[src/rtl/jstk_pkg.sv]
// Shared types, packet field offsets, FSM states and pulse-mapping helpers
// for the joystick-driven servo block.
package jstk_pkg;

  typedef logic [9:0]  pos_t;
  typedef logic [11:0] us_t;

  // Bit offsets of the fields inside the 40-bit packet
  localparam int X_LO_BIT = 32;
  localparam int X_HI_BIT = 24;
  localparam int Y_LO_BIT = 16;
  localparam int Y_HI_BIT = 8;
  localparam int BTN_BIT  = 0;

  localparam int POS_CENTER = 512;

  typedef enum logic [1:0] {RUN, SAMPLE, SLEW} state_t;

  function automatic us_t pos_to_us(pos_t p, int pmin, int pmax);
    us_t sum;
    sum = us_t'(pmin) + us_t'(p);
    return (sum > us_t'(pmax)) ? us_t'(pmax) : sum;
  endfunction

  function automatic pos_t apply_deadband(pos_t p, int db);
    int d;
    d = int'(p) - POS_CENTER;
    if (d < 0) d = -d;
    return (d <= db) ? pos_t'(POS_CENTER) : p;
  endfunction

endpackage

[src/rtl/jstk_servo_drive_pwm_ch.sv]
// One servo channel: current pulse width, per-frame slew limiting and the
// registered PWM compare against the shared microsecond counter.
module servo_pwm_ch
  import jstk_pkg::*;
#(
  parameter int UW        = 15,
  parameter int PULSE_RST = 1512,
  parameter int SLEW_STEP = 50
) (
  input  logic          clk,
  input  logic          rst,
  input  us_t           target,
  input  logic          slew,
  input  logic [UW-1:0] us_cnt,
  output logic          pwm
);

  localparam us_t STEP = us_t'(SLEW_STEP);

  us_t  cur_q, cur_d;
  logic pwm_q, pwm_d;

  always_comb begin
    cur_d = cur_q;
    if (slew) begin
      if (target >= cur_q) begin
        cur_d = ((target - cur_q) <= STEP) ? target : cur_q + STEP;
      end else begin
        cur_d = ((cur_q - target) <= STEP) ? target : cur_q - STEP;
      end
    end
    pwm_d = 32'(us_cnt) < 32'(cur_q);
  end

  always_ff @(posedge clk) begin
    if (rst) begin
      cur_q <= us_t'(PULSE_RST);
      pwm_q <= 1'b0;
    end else begin
      cur_q <= cur_d;
      pwm_q <= pwm_d;
    end
  end

  assign pwm = pwm_q;

endmodule

[src/rtl/jstk_servo_drive.sv]
// Joystick packet to dual 50 Hz servo PWM: timebase, sample/slew FSM, fields.
// Optional centre deadband is enabled by defining JSTK_DEADBAND_EN.
module jstk_servo_drive #(
  parameter int US_DIV       = 100,
  parameter int PERIOD_US    = 20000,
  parameter int PULSE_MIN_US = 1000,
  parameter int PULSE_MAX_US = 2000,
  parameter int SLEW_STEP_US = 50,
  parameter int DEADBAND     = 32
) (
  input  logic        clk,
  input  logic        rst,
  input  logic [39:0] din,
  output logic        pwm_x,
  output logic        pwm_y,
  output logic [9:0]  pos_x,
  output logic [9:0]  pos_y,
  output logic [2:0]  btn,
  output logic        frame_tick
);
  import jstk_pkg::*;

  localparam int PW = (US_DIV > 1) ? $clog2(US_DIV) : 1;
  localparam int UW = $clog2(PERIOD_US);

  logic [PW-1:0] presc_q, presc_d;
  logic [UW-1:0] us_q, us_d;
  logic          preroll_q, preroll_d;
  logic          tick_q, tick_d;
  state_t        state_q, state_d;
  pos_t          pos_x_q, pos_x_d, pos_y_q, pos_y_d;
  logic [2:0]    btn_q, btn_d;
  pos_t          x_raw, y_raw, x_sel, y_sel;
  us_t           tgt_x, tgt_y;
  logic          sample, slew;
  logic          unused_bits;

  assign x_raw = {din[X_HI_BIT+1:X_HI_BIT], din[X_LO_BIT+7:X_LO_BIT]};
  assign y_raw = {din[Y_HI_BIT+1:Y_HI_BIT], din[Y_LO_BIT+7:Y_LO_BIT]};
  assign unused_bits = ^{din[31:26], din[15:10], din[7:3], 32'(DEADBAND)};

`ifdef JSTK_DEADBAND_EN
  assign x_sel = apply_deadband(x_raw, DEADBAND);
  assign y_sel = apply_deadband(y_raw, DEADBAND);
`else
  assign x_sel = x_raw;
  assign y_sel = y_raw;
`endif

  // The microsecond just after reset is a pre-roll: us_cnt holds at 0 through
  // the first prescaler wrap so the first frame starts US_DIV cycles later.
  always_comb begin
    presc_d   = presc_q + 1'b1;
    us_d      = us_q;
    preroll_d = preroll_q;
    if (presc_q == PW'(US_DIV - 1)) begin
      presc_d   = '0;
      preroll_d = 1'b0;
      if (!preroll_q) begin
        us_d = (us_q == UW'(PERIOD_US - 1)) ? '0 : us_q + 1'b1;
      end
    end
    tick_d = (presc_d == '0) && (us_d == '0);
  end

  always_comb begin
    state_d = state_q;
    sample  = 1'b0;
    slew    = 1'b0;
    case (state_q)
      RUN:     if (tick_q) state_d = SAMPLE;
      SAMPLE: begin
        sample  = 1'b1;
        state_d = SLEW;
      end
      SLEW: begin
        slew    = 1'b1;
        state_d = RUN;
      end
      default: state_d = RUN;
    endcase
    pos_x_d = sample ? x_sel : pos_x_q;
    pos_y_d = sample ? y_sel : pos_y_q;
    btn_d   = sample ? din[BTN_BIT+2:BTN_BIT] : btn_q;
  end

  always_ff @(posedge clk) begin
    if (rst) begin
      presc_q   <= '0;
      us_q      <= '0;
      preroll_q <= 1'b1;
      tick_q    <= 1'b0;
      state_q   <= RUN;
      pos_x_q   <= pos_t'(POS_CENTER);
      pos_y_q   <= pos_t'(POS_CENTER);
      btn_q     <= '0;
    end else begin
      presc_q   <= presc_d;
      us_q      <= us_d;
      preroll_q <= preroll_d;
      tick_q    <= tick_d;
      state_q   <= state_d;
      pos_x_q   <= pos_x_d;
      pos_y_q   <= pos_y_d;
      btn_q     <= btn_d;
    end
  end

  // Targets follow the latched positions, so they are stable during SLEW
  assign tgt_x = pos_to_us(pos_x_q, PULSE_MIN_US, PULSE_MAX_US);
  assign tgt_y = pos_to_us(pos_y_q, PULSE_MIN_US, PULSE_MAX_US);

  servo_pwm_ch #(
    .UW        (UW),
    .PULSE_RST (PULSE_MIN_US + POS_CENTER),
    .SLEW_STEP (SLEW_STEP_US)
  ) u_ch_x (
    .clk    (clk),
    .rst    (rst),
    .target (tgt_x),
    .slew   (slew),
    .us_cnt (us_q),
    .pwm    (pwm_x)
  );

  servo_pwm_ch #(
    .UW        (UW),
    .PULSE_RST (PULSE_MIN_US + POS_CENTER),
    .SLEW_STEP (SLEW_STEP_US)
  ) u_ch_y (
    .clk    (clk),
    .rst    (rst),
    .target (tgt_y),
    .slew   (slew),
    .us_cnt (us_q),
    .pwm    (pwm_y)
  );

  assign pos_x      = pos_x_q;
  assign pos_y      = pos_y_q;
  assign btn        = btn_q;
  assign frame_tick = tick_q;

endmodule

[config.mk]
export PLATFORM = sky130hd
export DESIGN_NAME = jstk_servo_drive
export DESIGN_NICKNAME = d
export VERILOG_FILES = /design/src/rtl/jstk_pkg.sv /design/src/rtl/jstk_servo_drive_pwm_ch.sv /design/src/rtl/jstk_servo_drive.sv
export SDC_FILE = /design/constraint.sdc
export NUM_CORES = 1
export LEC_CHECK = 0
export CORE_ASPECT_RATIO = 1.5
export CORE_MARGIN = 3
export CORE_UTILIZATION = 59
export DETAILED_ROUTE_END_ITERATION = 10
export HOLD_SLACK_MARGIN = 0.08
export PLACE_DENSITY = 0.92
export SYNTH_ARGS = -nofsm -noshare
export SYNTH_HDL_FRONTEND = slang
export SYNTH_SLANG_ARGS = --single-unit
[constraint.sdc]
create_clock -name clk -period 4.85 [get_ports clk]
set_input_delay 0.485 -clock clk [delete_from_list [all_inputs] [get_ports clk]]
set_output_delay 0.485 -clock clk [all_outputs]
set_load 0.1 [all_outputs]
==> results.toml, run 1 <==
[outcome]
status = "finished, final reports clean"

[logic_synthesis]
ys_top_cells_by_area = "dfxtp_1 (20%), ha_1 (13%), nand2_1 (6.1%)"
ys.flop_type = "dfxtp_1"
ys_warn_count = 0
yosysTopAreaCell = "dfxtp_1"
synthCells = 994
yosysMostFrequentCell = "nand2_1"
synthTopCellsByCount = "nand2_1 (120), a21oi_1 (84), ha_1 (76)"
synth.cell_area_um2 = 7360
ys_seq_elements = 75
yosysSeqAreaShare_pct = 20.4
ys_async_sr_fraction_pct = 0
synth_edf_count = 0
syn_avg_cell_area_um2 = 7.41
synth_fp_nets = 1116
synth_cell_types = 77
yosysTopAreaCellShare_pct = 20.4

[global_routing]
grt.total_usage_pct = 30.9
antenna_found_initial = 0
grt_pass1_vias = 7485
grt_start_max_net_pins = 43
grt_pass1_wl_um = 35800
globalRoute.totalOverflow = 0

[place]
place_congestion = 1.02
hpwl_um = 16300
port_buffers = 50
place_ws_ns = 0.0962

[timing]
max_freq_mhz = 220
drv_slew = 0
setup_ws_ns = 0.310
worst_pin_slew_ns = 1.18
finalCritPeriodShare_pct = 93.6
min_period_ns = 4.54
finalHoldViolCount = 0
slew_headroom_pct = 20.8
setup_viol = 0
fin_setup_tns_ns = 0
skew_ns = 0.0100

[min_path]
min_path_type = "register to register"

[critical_path]
crit_fanout = 8
worstSetupEndpointType = "register"
cp_data_arrival_time_ns = 4.81
crit_type = "register to register"
cp.required_ns = 5.12
start_kind = "register"

[floorplanning]
die_x_um = 97.2
row_count = 49
io_pins = 68
dieArea_um2 = 13900
core_area_um2 = 12100
initial_core_util_pct = 60.9
die_h_um = 143

[route]
ant_nets = 0
first_pass_iters = 7
vias = 7963
drtIter0Drc = 826
drcViolationCount = 0
wl_um = 22100
via_per_inst = 6.72
wl_per_cell_um = 18.7

[layout]
regArea_um2 = 1500
multi_input_area_um2 = 5480
drive_gt1_share_pct = 6.98
n_fill_cell = 963
area_growth_pct = 13.6
final_nets = 1149
antennaDiodeCount = 0

[clock_network]
clk_latency_ns = 0.34
clk_path_buf_depth = 2
cts_tree = "built"
cts_hold_buf = 0
cts_buffers = 9
clockRootBuffer = "clkbuf_16"
htree_levels = 3
clkTransAtPathRegs_ns = 0.07
cts_num_sinks = 75

[power]
power_w = 0.00149
leakage_nw = 3.58
ir_worst_vdd_mv = 0.138
powerDensity_nw_per_um2 = 178

[run]
drv_cap = 0
[cell usage in the layout (no fill, tap or decap), types with 8 or more instances in the layout]
cell type	n
a211oi_1	18
a21o_1	24
a21oi_1	83
a31oi_1	12
and2_1	9
buf_4	22
clkbuf_16	9
clkdlybuf4s50_1	49
dfxtp_1	73
ha_1	74
inv_1	58
mux2i_1	8
nand2_1	117
nand2b_1	19
nand3_1	36
nand3b_1	10
nand4_1	12
nor2_1	68
nor2b_1	10
nor3_1	36
o211ai_1	10
o21ai_0	46
o22ai_1	11
or3_1	14
xnor2_1	35
xor2_1	22
[metrics by stage]
stage / hold WS [ns] / utilization [%] / area (um^2) / std cells
floorplan: 0.455 / - / 7360 / 994
global placement: 0.442 / 66.1 / 7990 / 1168
detailed placement: 0.456 / 66.1 / 7990 / 1168
CTS: 0.470 / 68.7 / 8290 / 1184
global route: 0.479 / 69.3 / 8370 / 1185
finish: 0.469 / 69.3 / 8370 / 1185
[worst max-delay path, cell delays in order (launching register included)]
cell and delay (ns):
dfxtp_1 0.31, or4_1 0.60, nor2_1 0.17, xor2_1 0.29, nand3_1 0.23, nand2_1 0.17
ha_1 0.18, inv_1 0.05, fa_1 0.40, nand3_1 0.14, a21oi_2 0.11, nor2b_1 0.16
nor4_1 0.32, o211ai_1 0.16, o31a_2 0.43, and3_1 0.22, or3b_1 0.35, a22oi_1 0.18
[metal layers]
layer  vias up  share of wire (%)  global-route usage (%)
met3       138                6.0                    3.52
met1      3720                 37                    34.7
met5         -                  0                       0
met2       433                 51                    55.4
li1       3672                  -                       -
met4         0                6.3                    19.7
[where the power goes]
group          total, W  internal, W  switching [W]
Sequential     0.000623     0.000619     0.00000393
Clock          0.000698     0.000406       0.000292
Combinational  0.000168    0.0000732      0.0000944
[path summary, 6_finish.rpt]
path / startpoint / to / slack (ns) / cells after the start
setup / recovery: pos_x[5] / u_ch_x.cur_q[7] / 0.31 / 17
hold / removal: btn[2] / btn[2] / 0.47 / 2
setup reg to reg: pos_x[5] / u_ch_x.cur_q[7] / 0.31 / 17
hold reg to reg: btn[2] / btn[2] / 0.47 / 2
[timing repair]
item | CTS | global route
gates resized for setup | 0 | 16
setup buffers | 0 | 1
endpoints found under the setup margin | 0 | 23
[registers in the layout, indices dropped and copies added (netlist names), 2 cells and up]
| signal | cells |
|---|---|
| state_q | 2 |
| u_ch_y.cur_q | 12 |
| pos_x | 10 |
| pos_y | 10 |
| btn | 3 |
| u_ch_x.cur_q | 12 |
| us_q | 15 |
| presc_q | 7 |
[kinds of logic (layout without fill, tap and decap cells)]
logic type | after synthesis | in the layout | share of synthesized area, %
AOI/OAI and AO/OA | 291 | 291 | 26.6
xor gates and xnor gates | 57 | 57 | 6.78
adders and majority gates | 80 | 80 | 14.0
buffers and inverters | 109 | 147 | 6.03
DFF | 75 | 75 | 20.4
muxes | 8 | 8 | 1.09
and+or+nand+nor | 374 | 374 | 25.1
[cell type report]
| type | instances | area share (%) |
|---|---|---|
| clock inverters | 7 | 0.972 |
| multi-input cells | 810 | 65.5 |
| repair buffers | 72 | 7.90 |
| clock buffers | 9 | 2.69 |
| well taps | 153 | 2.29 |
| flip-flops and latches | 75 | 18.0 |
| inverters | 59 | 2.65 |
No activity file was read; power rests on OpenSTA's default activity.
==> inputs of run 2 (changes only) <==
--- a/config.mk
+++ b/config.mk
@@ -7,10 +7,10 @@
 export LEC_CHECK = 0
 export CORE_ASPECT_RATIO = 1.5
 export CORE_MARGIN = 3
-export CORE_UTILIZATION = 59
+export CORE_UTILIZATION = 54
 export DETAILED_ROUTE_END_ITERATION = 10
-export HOLD_SLACK_MARGIN = 0.08
-export PLACE_DENSITY = 0.92
+export HOLD_SLACK_MARGIN = 0.03
+export PLACE_DENSITY = 0.89
 export SYNTH_ARGS = -nofsm -noshare
 export SYNTH_HDL_FRONTEND = slang
 export SYNTH_SLANG_ARGS = --single-unit
==> constraint.sdc (replaced) <==
create_clock -name clk -period 3.75 [get_ports clk]
set_input_delay 0.375 -clock clk [delete_from_list [all_inputs] [get_ports clk]]
set_output_delay 0.375 -clock clk [all_outputs]
set_load 0.1 [all_outputs]
==> run 2 against run 1 <==
The flow now stops in 5_1_grt. Synthesized cell count unchanged. Synthesized area is the same.
==> results.toml, run 2 <==
[outcome]
status = "aborted with a tool error"
stop_stage = "5_1_grt"
error = "[ERROR GRT-0232] Routing congestion too high. Check the congestion heatmap in the GUI."

[global_routing]
grt.total_usage_pct = 62.7
globalRoute.totalOverflow = 38
grt_start_max_net_pins = 41

[logic_synthesis]
synth_adder_area_share_pct = 14.0
yosysTopAreaCellShare_pct = 20.4
synthCells = 994
synth_edf_count = 0
syn_avg_cell_area_um2 = 7.41
ys_warn_count = 0
ys.flop_type = "dfxtp_1"
synth.cell_area_um2 = 7360
synth_cell_types = 77
yosysMostFrequentCell = "nand2_1"
synth_fp_nets = 1116
synthMuxAreaShare_pct = 1.09
synth_top_family_by_area = "compound AO/OA/AOI/OAI gates"
synthTopCellsByCount = "nand2_1 (120), a21oi_1 (84), ha_1 (76)"
ys_top_cells_by_area = "dfxtp_1 (20%), ha_1 (13%), nand2_1 (6.1%)"
synth_xor_area_share_pct = 6.78
yosysTopAreaCell = "dfxtp_1"
synth-compound-area-share_pct = 26.6
ys_async_sr_fraction_pct = 0
ys_seq_elements = 75
synthSimpleGateAreaFrac_pct = 25.1
yosysSeqAreaShare_pct = 20.4

[floorplanning]
io_pins = 68
die_x_um = 101
row_count = 51
initial_core_util_pct = 56.0
die_h_um = 149

[place]
place_ws_ns = -0.553
port_buffers = 50
hpwl_um = 19200
place_congestion = 1.00
place_inst = 1304

[clock_network]
htree_levels = 3
cts_num_sinks = 75
clockRootBuffer = "clkbuf_16"
cts_buffers = 9
cts_hold_buf = 0
clk_path_buf_depth = 2

[timing]
worstEpCategory = "register data pin"
postGrtWorstEndpoint = "u_ch_y.cur_q[11]$_SDFFE_PP0P_/D"
-- run 2: cell counts after synthesis --
Identical to the previous run, type by type.
-- run 2: layer usage --
layer / GRT overflow / GRT usage (%)
met4: 17 / 63.2
met3: 3 / 47.0
met5: 0 / 16.1
met1: 0 / 59.3
met2: 18 / 81.6
-- run 2: cell families after synthesis --
group                    count (synthesis)
AND/OR/NAND/NOR                        374
flip-flops                              75
AO/OA/AOI/OAI                          291
buffers and inverters                  109
multiplexers                             8
XOR/XNOR                                57
adder cells (fa/ha/maj)                 80
-- run 2: repair_timing --
action,in CTS
pin swaps,41
setup endpoints to repair,24
gates resized for setup,79
setup buffers,11
cloned,1
-- run 2: stage by stage --
step	cell area [um^2]	utilization (%)	setup TNS [ns]
3_3_place_gp	9350	71.1	-5.63
4_1_cts	10100	76.9	-5.87
2_1_floorplan	7760	-	-3.85
3_5_place_dp	9350	71.1	-10.01
==> inputs of run 3 (changes only) <==
--- a/config.mk
+++ b/config.mk
@@ -5,12 +5,10 @@
 export SDC_FILE = /design/constraint.sdc
 export NUM_CORES = 1
 export LEC_CHECK = 0
-export CORE_ASPECT_RATIO = 1.5
 export CORE_MARGIN = 3
-export CORE_UTILIZATION = 54
+export CORE_UTILIZATION = 40
 export DETAILED_ROUTE_END_ITERATION = 10
-export HOLD_SLACK_MARGIN = 0.03
-export PLACE_DENSITY = 0.89
+export PLACE_DENSITY_LB_ADDON = 0.15
 export SYNTH_ARGS = -nofsm -noshare
 export SYNTH_HDL_FRONTEND = slang
 export SYNTH_SLANG_ARGS = --single-unit
==> constraint.sdc (replaced) <==
create_clock -name clk -period 4.9 [get_ports clk]
set_input_delay 0.49 -clock clk [delete_from_list [all_inputs] [get_ports clk]]
set_output_delay 0.49 -clock clk [all_outputs]
set_load 0.1 [all_outputs]
==> run 3 against run 2 <==
The flow now finishes without violations.
==> results.toml, run 3 (synthesized netlist as in run 1, its figures left out) <==
[clock_network]
cts_hold_buf = 0
cts_buffers = 9
clk_latency_ns = 0.34
htree_levels = 3
cts_tree = "built"
clk_path_buf_depth = 2
cts_num_sinks = 75
clkTransAtPathRegs_ns = 0.06
clockRootBuffer = "clkbuf_16"

[timing]
min_period_ns = 4.66
finalCritPeriodShare_pct = 95.0
worst_pin_slew_ns = 1.07
hold-worst-slack_ns = 0.457
skew_ns = 0.00906
finalHoldViolCount = 0
max_freq_mhz = 215
setup_viol = 0
slew_headroom_pct = 28.8
drv_slew = 0

[layout]
area_growth_pct = 15.7
final_nets = 1157
layout_commonest_cell = "nand2_1"
drive_gt1_share_pct = 7.03
largest_reg_flops = 15
antennaDiodeCount = 0
fin_util_pct = 48.2
final_cell_mix = "nand2_1 (120), a21oi_1 (84), ha_1 (75), dfxtp_1 (73), nor2_1 (68)"
top_regs = "us_q: 15 flops, u_ch_x.cur_q: 12 flops, u_ch_y.cur_q: 12 flops"
largest_register = "us_q"

[critical_path]
crit_type = "register to register"
crit_path_top_delay_cell = "or4b_2"
critPathTopFamily = "simple AND/OR/NAND/NOR gates"
cp.required_ns = 5.16
r2r_end = "u_ch_x.cur_q[7]"
critPathBufInv = 1
cpMostUsedCell = "a21oi_1"
rr_worst_depth = 16
start_kind = "register"
r2r_slack_ns = 0.24
cp_data_arrival_time_ns = 4.91
worstSetupEndpointType = "register"
crit_fanout = 8
crit_path_max_incr_delay_ns = 0.66
path_cells = "buf_4 -> or4b_2 -> a21oi_1 -> nor4_2 -> nand3_2 -> nand2b_1 -> ha_1 -> a211oi_1 -> a21oi_1 -> nor2b_1 -> nor4_1 -> o211ai_1 -> o31a_1 -> and3_1 -> or3b_1 -> a22oi_1"
rr_startpoint = "pos_x[3]"

[min_path]
whs_path_depth = 2
hp-start = "btn[0]"
min_to = "btn[0]"
min_path_type = "register to register"

[power]
ir_worst_vdd_mv = 0.157
leakage_nw = 3.63
powerDensity_nw_per_um2 = 178

[floorplanning]
row_count = 48
initial_core_util_pct = 41.7
die_x_um = 142
dieArea_um2 = 20100
die_h_um = 142
core_area_um2 = 17700
io_pins = 68

[route]
wl_um = 21400
ant_nets = 0
first_pass_iters = 5
drcViolationCount = 0
wl_per_cell_um = 16.9
vias = 7258
via_per_inst = 5.74
drtIter0Drc = 560

[place]
hpwl_um = 16100
place_congestion = 0.890
port_buffers = 50

[run]
drv_cap = 0

[outcome]
status = "finished, final reports clean"

[global_routing]
globalRoute.totalOverflow = 0
grt.total_usage_pct = 21.0
antenna_found_initial = 0
grt_start_max_net_pins = 29
grt_pass1_vias = 6694
grt_pass1_wl_um = 35000
## run 3: metal layers
metal  GRT usage, %  vias up  part of all wire, %
li1               -     3688                    -
met1           31.9     3355                   51
met2           32.1      203                   43
met3           2.53       12                  4.5
met4           4.04        0                 0.74
met5              0        -                    0
## run 3: timing repair
item	CTS	global route
buffers inserted	0	1
endpoints found under the setup margin	0	21
gates resized for setup	0	9
## run 3: power breakdown
part / total (W) / internal [W] / switching [W]
clock network: 0.000735 / 0.000460 / 0.000275
logic: 0.000167 / 0.0000722 / 0.0000944
registers: 0.000617 / 0.000613 / 0.00000360
## run 3: worst max-delay path by stage
| stage | endpoint | depth (start not counted) | start | slack (ns) |
|---|---|---|---|---|
| CTS | u_ch_x.cur_q[7] | 18 | pos_x[4] | 0.11 |
| global placement | u_ch_x.cur_q[7] | 18 | pos_x[4] | 0.23 |
| floorplan | u_ch_y.cur_q[4] | 19 | pos_y[3] | 0.08 |
| global route | u_ch_x.cur_q[7] | 18 | pos_x[3] | -0.04 |
| finish | u_ch_x.cur_q[7] | 16 | pos_x[3] | 0.24 |
| detailed placement | u_ch_x.cur_q[7] | 18 | pos_x[4] | 0.13 |
## run 3: worst reg2reg max path: cells and delay by family (launching register included)
kind,cells,cell delay (ns)
flops,1,0.36
simple gates,8,2.21
compound gates,6,1.46
fa+ha+maj,1,0.38
buf+inv,1,0.17
## run 3: area by class of cell
cell class / instances / area (um^2)
fillers: 1801 / 9140
multi-input cells: 810 / 5470
flip-flops and latches: 75 / 1500
repair buffers: 80 / 721
well taps: 225 / 282
clock buffers: 10 / 239
inverters: 59 / 221
clock inverters: 5 / 85.1
## run 3: metrics by stage
step	total power (W)	setup WS [ns]	setup TNS [ns]	area, um^2	cells
floorplan	0.000729	0.0774	0	7360	994
global placement	0.000791	0.230	0	8140	1248
detailed placement	0.000790	0.127	0	8140	1248
CTS	0.00153	0.107	0	8460	1263
global route	0.00157	-0.0368	-0.0368	8520	1264
finish	0.00152	0.243	0	8520	1264
